===== config.mk =====
export PLATFORM = sky130hd
export DESIGN_NAME = ahb_pio_arb2
export DESIGN_NICKNAME = d
export VERILOG_FILES = /design/src/rtl/ahb_pio_arb2.sv
export SDC_FILE = /design/constraint.sdc
export NUM_CORES = 1
export LEC_CHECK = 0
export CAP_MARGIN = 15
export CORE_AREA = 4 4 101 175
export DETAILED_ROUTE_END_ITERATION = 8
export DIE_AREA = 0 0 105 179
export PLACE_DENSITY = 0.81
export SLEW_MARGIN = 25
export SYNTH_ARGS = -nofsm -noshare
export SYNTH_HDL_FRONTEND = slang
export SYNTH_SLANG_ARGS = --single-unit

===== constraint.sdc =====
create_clock -name HCLK -period 1.7 [get_ports HCLK]
set_input_delay 0.17 -clock HCLK [delete_from_list [all_inputs] [get_ports HCLK]]
set_output_delay 0.17 -clock HCLK [all_outputs]
set_load 0.02 [all_outputs]

===== src/rtl/ahb_pio_arb2.sv =====
// Two-master AHB-Lite arbiter sharing one slave. Each master gets a one-entry
// address-phase hold buffer; contention is resolved round-robin.
module ahb_pio_arb2 #(
    parameter int AW = 32,
    parameter int DW = 32
) (
    input  logic          HCLK,
    input  logic          HRESETn,

    input  logic [AW-1:0] m0_haddr,
    input  logic [1:0]    m0_htrans,
    input  logic [2:0]    m0_hsize,
    input  logic [3:0]    m0_hprot,
    input  logic          m0_hwrite,
    input  logic [DW-1:0] m0_hwdata,
    output logic          m0_hready,
    output logic [DW-1:0] m0_hrdata,
    output logic          m0_hresp,

    input  logic [AW-1:0] m1_haddr,
    input  logic [1:0]    m1_htrans,
    input  logic [2:0]    m1_hsize,
    input  logic [3:0]    m1_hprot,
    input  logic          m1_hwrite,
    input  logic [DW-1:0] m1_hwdata,
    output logic          m1_hready,
    output logic [DW-1:0] m1_hrdata,
    output logic          m1_hresp,

    output logic          s_hsel,
    output logic [AW-1:0] s_haddr,
    output logic [1:0]    s_htrans,
    output logic [2:0]    s_hsize,
    output logic [3:0]    s_hprot,
    output logic          s_hwrite,
    output logic [DW-1:0] s_hwdata,
    output logic          s_hready,
    input  logic          s_hreadyout,
    input  logic [DW-1:0] s_hrdata,
    input  logic          s_hresp
);

    localparam logic [1:0] HTRANS_IDLE   = 2'b00;
    localparam logic [1:0] HTRANS_NONSEQ = 2'b10;
    localparam logic [1:0] HTRANS_SEQ    = 2'b11;

    logic          hold_v0, hold_v1;
    logic [AW-1:0] hold_addr0, hold_addr1;
    logic [2:0]    hold_size0, hold_size1;
    logic [3:0]    hold_prot0, hold_prot1;
    logic          hold_write0, hold_write1;
    logic          dp_v, dp_own, prio;

    logic          acc0, acc1, req0, req1;
    logic          issue, win, grant0, grant1;

    // Handshake: mN_hready=1 means the master's current address is accepted
    // and its outstanding data phase is complete; a held request or a stalled
    // own data phase pulls it low so the master keeps address/wdata stable.
    always_comb begin
        m0_hready = 1'b1;
        m1_hready = 1'b1;
        if (hold_v0)                m0_hready = 1'b0;
        else if (dp_v && !dp_own)   m0_hready = s_hreadyout;
        if (hold_v1)                m1_hready = 1'b0;
        else if (dp_v && dp_own)    m1_hready = s_hreadyout;
    end

    always_comb begin
        acc0   = m0_hready && (m0_htrans == HTRANS_NONSEQ || m0_htrans == HTRANS_SEQ);
        acc1   = m1_hready && (m1_htrans == HTRANS_NONSEQ || m1_htrans == HTRANS_SEQ);
        req0   = hold_v0 | acc0;
        req1   = hold_v1 | acc1;
        issue  = HRESETn & s_hreadyout & (req0 | req1);
        win    = (req0 & req1) ? prio : req1;
        grant0 = issue & ~win;
        grant1 = issue & win;
    end

    // Bursts are reissued as NONSEQ because interleaving breaks SEQ continuity.
    always_comb begin
        s_hsel   = 1'b0;
        s_htrans = HTRANS_IDLE;
        s_haddr  = '0;
        s_hsize  = '0;
        s_hprot  = '0;
        s_hwrite = 1'b0;
        if (issue) begin
            s_hsel   = 1'b1;
            s_htrans = HTRANS_NONSEQ;
            if (win) begin
                s_haddr  = hold_v1 ? hold_addr1  : m1_haddr;
                s_hsize  = hold_v1 ? hold_size1  : m1_hsize;
                s_hprot  = hold_v1 ? hold_prot1  : m1_hprot;
                s_hwrite = hold_v1 ? hold_write1 : m1_hwrite;
            end else begin
                s_haddr  = hold_v0 ? hold_addr0  : m0_haddr;
                s_hsize  = hold_v0 ? hold_size0  : m0_hsize;
                s_hprot  = hold_v0 ? hold_prot0  : m0_hprot;
                s_hwrite = hold_v0 ? hold_write0 : m0_hwrite;
            end
        end
    end

    always_comb begin
        s_hready  = s_hreadyout;
        s_hwdata  = dp_own ? m1_hwdata : m0_hwdata;
        m0_hrdata = s_hrdata;
        m1_hrdata = s_hrdata;
        m0_hresp  = (dp_v && !dp_own) ? s_hresp : 1'b0;
        m1_hresp  = (dp_v &&  dp_own) ? s_hresp : 1'b0;
    end

    always_ff @(posedge HCLK or negedge HRESETn) begin
        if (!HRESETn) begin
            hold_v0     <= 1'b0;
            hold_v1     <= 1'b0;
            hold_addr0  <= '0;
            hold_addr1  <= '0;
            hold_size0  <= '0;
            hold_size1  <= '0;
            hold_prot0  <= '0;
            hold_prot1  <= '0;
            hold_write0 <= 1'b0;
            hold_write1 <= 1'b0;
            dp_v        <= 1'b0;
            dp_own      <= 1'b0;
            prio        <= 1'b0;
        end else begin
            if (acc0 && !grant0) begin
                hold_v0     <= 1'b1;
                hold_addr0  <= m0_haddr;
                hold_size0  <= m0_hsize;
                hold_prot0  <= m0_hprot;
                hold_write0 <= m0_hwrite;
            end else if (grant0) begin
                hold_v0 <= 1'b0;
            end

            if (acc1 && !grant1) begin
                hold_v1     <= 1'b1;
                hold_addr1  <= m1_haddr;
                hold_size1  <= m1_hsize;
                hold_prot1  <= m1_hprot;
                hold_write1 <= m1_hwrite;
            end else if (grant1) begin
                hold_v1 <= 1'b0;
            end

            // Only a contended grant moves priority, and it moves to the loser.
            if (issue && req0 && req1)
                prio <= ~win;

            if (s_hreadyout) begin
                dp_v   <= issue;
                dp_own <= win;
            end
        end
    end

endmodule


==> results list, run 1 <==
* Routed vias/inst: 5.255
- The floorplan step defined a die boundary enclosing 18800 um^2.
- Worst slew slack as a fraction of its limit: 52.64%
- Among all flip-flop cells after synthesis, the most frequent one is dfrtp_1.
- Die Width: 105 um
- The count of buffers added on input and output ports is 228.
* Final setup vio count: 158
- After synthesis, the cell types taking the most area are dfrtp_1 (38%), mux2_2 (19%), mux2i_1 (14%).
- In this run the power spent charging and discharging nets is 0.005001 W.
- Max-slew violations: 0
- After layout, the worst setup slack is -0.5451 ns.
- Worst Tran Pin Value: 0.7105 ns
- After detailed routing, the average wire length per cell comes to 25.23 um.
- For this run, the total global-route usage over all layers was measured as 22.22%.
- The floorplan step set the die height to 179 um.
* Slowest-stage cell, CP: dfrtp_2
- Skew-Pair Late Insertion Delay: 0.33 ns
* Total Negative Setup Slacks: -46.97 ns
- Number of optimization iterations in the first detailed-route pass: 6
- Switching part of the total power: 35.25%
* Arrival time reported for the critical path endpoint: 2.08 ns
- The congestion estimate from routability-driven global placement came to 0.8570.
- Counting instances, the worst hold path has a depth of 0.
* Vias in the first global route: 5356
- Layout cells sized above 1: 50.00%
- Among all cell types in the netlist, the one instantiated most often is mux2_2.
- Endpoint kind of the worst setup timing path: output pin
- The signal on the critical path passes through nor4b_4 > nor3_2 > or3_4 > buf_16 > o22ai_2 > buf_6.
* Depth of the CTS H-tree: 3
* Tcrit/Tclk final: 132.1%
- Number of storage elements in the synthesis netlist: 85
* Synthesized netlist net count: 630
- Combinational cell fraction of total power: 60.4%
* Floorplan core area: 16290 um^2
* Max Fclk: 445.4 MHz
- The count of cells in the finished layout, fillers not included, comes to 856.
- Pwr Density: 1538 nW/um^2
- Number of distinct library cell variants in the gate-level netlist after synthesis: 32
- Seq pwr share: 25.8%
- The wire-length estimate of the detail-placed layout is 14.38 mm.
* Row count: 62
* Num Clock Sinks: 85
- Of the post-synthesis cell area, the dominant cell type holds 37.79%.
- Internal Power: 0.009188 W
- The clock network is responsible for 13.8% of the overall power.
* Number of flops mapped to enable cells by yosys: 0
- Vias post-DR: 4498
* Depth of the worst register-to-register path: 9
- Maximum number of pins on one net before global-route repair: 56
* Count of max-cap constraint violations: 0
* Initial DRC count: 153
- The routed design has 21.60 mm of wire.
* RSZ-0062 raised after global routing: yes
- For this run, the post-layout net count is 843.
- Failing checks: setup timing
- Once the floorplan was initialized, standard cells occupied 34.55% of the core.
* Required time of the worst setup path: 1.53 ns
- Placed insts: 800
* Asr flop ratio synth: 100.0%
* Crit Path Category: flip-flop to output pin
- The smallest clock period supported by the final layout is computed as 2.245 ns.
- Antenna violations before repair: 0
* Cell at the root of the clock tree: clkbuf_16
* Total congestion overflow: 0
- Commonest cells in the netlist: mux2_2 (94), dfrtp_1 (85), mux2i_1 (80), buf_4 (67), o22ai_2 (40)
* VDD IR max: 0.0006127 V
- Number of routed nets with antenna violations: 0
- The first global-routing pass estimated 31.51 mm of wire.
* Library cell occupying the most area in the post-synthesis netlist: dfrtp_1
- The tightest min-delay check is of the input port to output pin type.
- TritonCTS clock tree: done
- Summing every instance area after synthesis gives 5628 um^2.
- Area added between synthesis and finish: 63.96%
- Proportion of synthesized chip area in sequential cells: 37.79%
- After detailed routing, the number of remaining DRC violations is 0.
- Startpoint type of the worst setup path: flip-flop
- Clk buf depth: 2
- Cells after synthesis: 446
* Clock tree skew after final layout: 0.009409 ns
- Outcome: finished with violations
- Average size of a mapped cell: 12.62 um^2
* Critical-path maximum fanout: 15
* Clk slew on worst S/H paths: 0.06 ns
* Worst Hold Slack: 0.3400 ns
* Endpoints failing hold: 0
- Counting the buffers created by CTS gives 9.
- The number of antenna diodes in the final layout is 0.
- Number of warning messages in the yosys log: 0
* # IOs: 328
- Pleak: 4.478 nW
- Crit-path max cell delay: 0.43 ns
- Cells fill 56.64% of the core in the end.
- Setup slack on the worst reg-to-reg path comes out at -0.32 ns.
what timing repair did:
item / in CTS / in global routing
gates resized for setup: 474 / 99
endpoints found under the hold margin: 30 / 0
pin swaps: 5 / 5
setup buffers: 28 / 12
hold buffers: 2 / 0
cloned: 12 / 2
setup endpoints to repair: 159 / 159
power by group through the flow:
stage / logic [W] / registers [W] / clock network [W]
6_report: 0.00857 / 0.00366 / 0.00196
5_1_grt: 0.00902 / 0.00378 / 0.00210
4_1_cts: 0.00816 / 0.00364 / 0.00201
3_5_place_dp: 0.00670 / 0.00363 / 0
3_3_place_gp: 0.00656 / 0.00355 / 0
2_1_floorplan: 0.00475 / 0.00343 / 0
sequential cells by signal (all words and copies together), names as in the netlist, 3 cells and up:
signal / count
hold_size0: 3
hold_addr1: 32
hold_size1: 3
hold_prot0: 4
hold_addr0: 32
hold_prot1: 4
worst paths after layout:
check                            endpoint           start
hold / removal               m0_hrdata[3]     s_hrdata[3]
setup / recovery              s_haddr[28]         hold_v0
setup reg to reg            hold_prot1[3]          dp_own
max in group asynchronous   hold_prot1[0]         HRESETn
min in group asynchronous            dp_v         HRESETn
hold reg to reg            hold_addr0[13]  hold_addr0[13]
worst max-delay path: cells and delay by family (launching register included):
kind / cells / cell delay (ns)
simple gates: 3 / 0.82
flops: 1 / 0.43
buf+inv: 2 / 0.35
compound gates: 1 / 0.15
through the flow:
step           setup WS, ns  area [um^2]  total power, W
5_1_grt             -0.6401         9228         0.01489
4_1_cts             -0.5563         9022         0.01381
6_report            -0.5451         9228         0.01419
2_1_floorplan       -0.1075         5777        0.008185
3_3_place_gp         -1.001         7919         0.01011
3_5_place_dp         -1.016         7919         0.01033
layout by cell type (no fill, tap or decap), types with 2 or more instances in the layout:
| master | instances |
|---|---|
| nor2_1 | 2 |
| nand2_1 | 2 |
| buf_4 | 28 |
| mux2_4 | 86 |
| o22ai_4 | 7 |
| dfrtp_1 | 82 |
| dfrtp_2 | 3 |
| buf_16 | 5 |
| clkbuf_1 | 3 |
| or2_2 | 2 |
| clkbuf_16 | 11 |
| clkinvlp_4 | 2 |
| dlygate4sd3_1 | 2 |
| o22ai_2 | 33 |
| buf_8 | 8 |
| buf_6 | 86 |
| buf_12 | 17 |
| clkdlybuf4s50_1 | 148 |
| mux2_2 | 26 |
| nor2b_1 | 2 |
| mux2i_1 | 80 |
| buf_2 | 4 |
area by class of cell:
cell class | instances | area, um^2
clock buffers | 13 | 250.2
clock inverters | 3 | 45.04
fillers | 1328 | 7063
inverters | 2 | 12.51
multi-input cells | 260 | 3188
flip-flops and latches | 85 | 2131
well taps | 192 | 240.2
repair buffers | 301 | 3361
cell families after synthesis:
kind of cell	count (synthesis)	share of synthesized area, %
flops	85	37.79
xor+xnor	1	0.1557
simple gates	18	2.090
buf+inv	101	12.76
other cells	1	0.06663
compound gates	48	9.827
mux	192	37.31
per-layer routing:
metal	track usage, %	share of wire, %	wire, um
met1	22.13	33	7180
met2	42.28	55	11930
met3	4.649	5.5	1190
met4	12.59	6.0	1297
met5	0	0	0
Power figures use the tool's default switching activity.
==> run 2, diff against run 1 <==
--- a/config.mk
+++ b/config.mk
@@ -7,6 +7,7 @@
 export LEC_CHECK = 0
 export CAP_MARGIN = 15
 export CORE_AREA = 4 4 101 175
+export CTS_CLUSTER_DIAMETER = 60
 export DETAILED_ROUTE_END_ITERATION = 8
 export DIE_AREA = 0 0 105 179
 export PLACE_DENSITY = 0.81
==> results of run 2 <==
Final layout, timing and power as in run 1 (identical DEF).
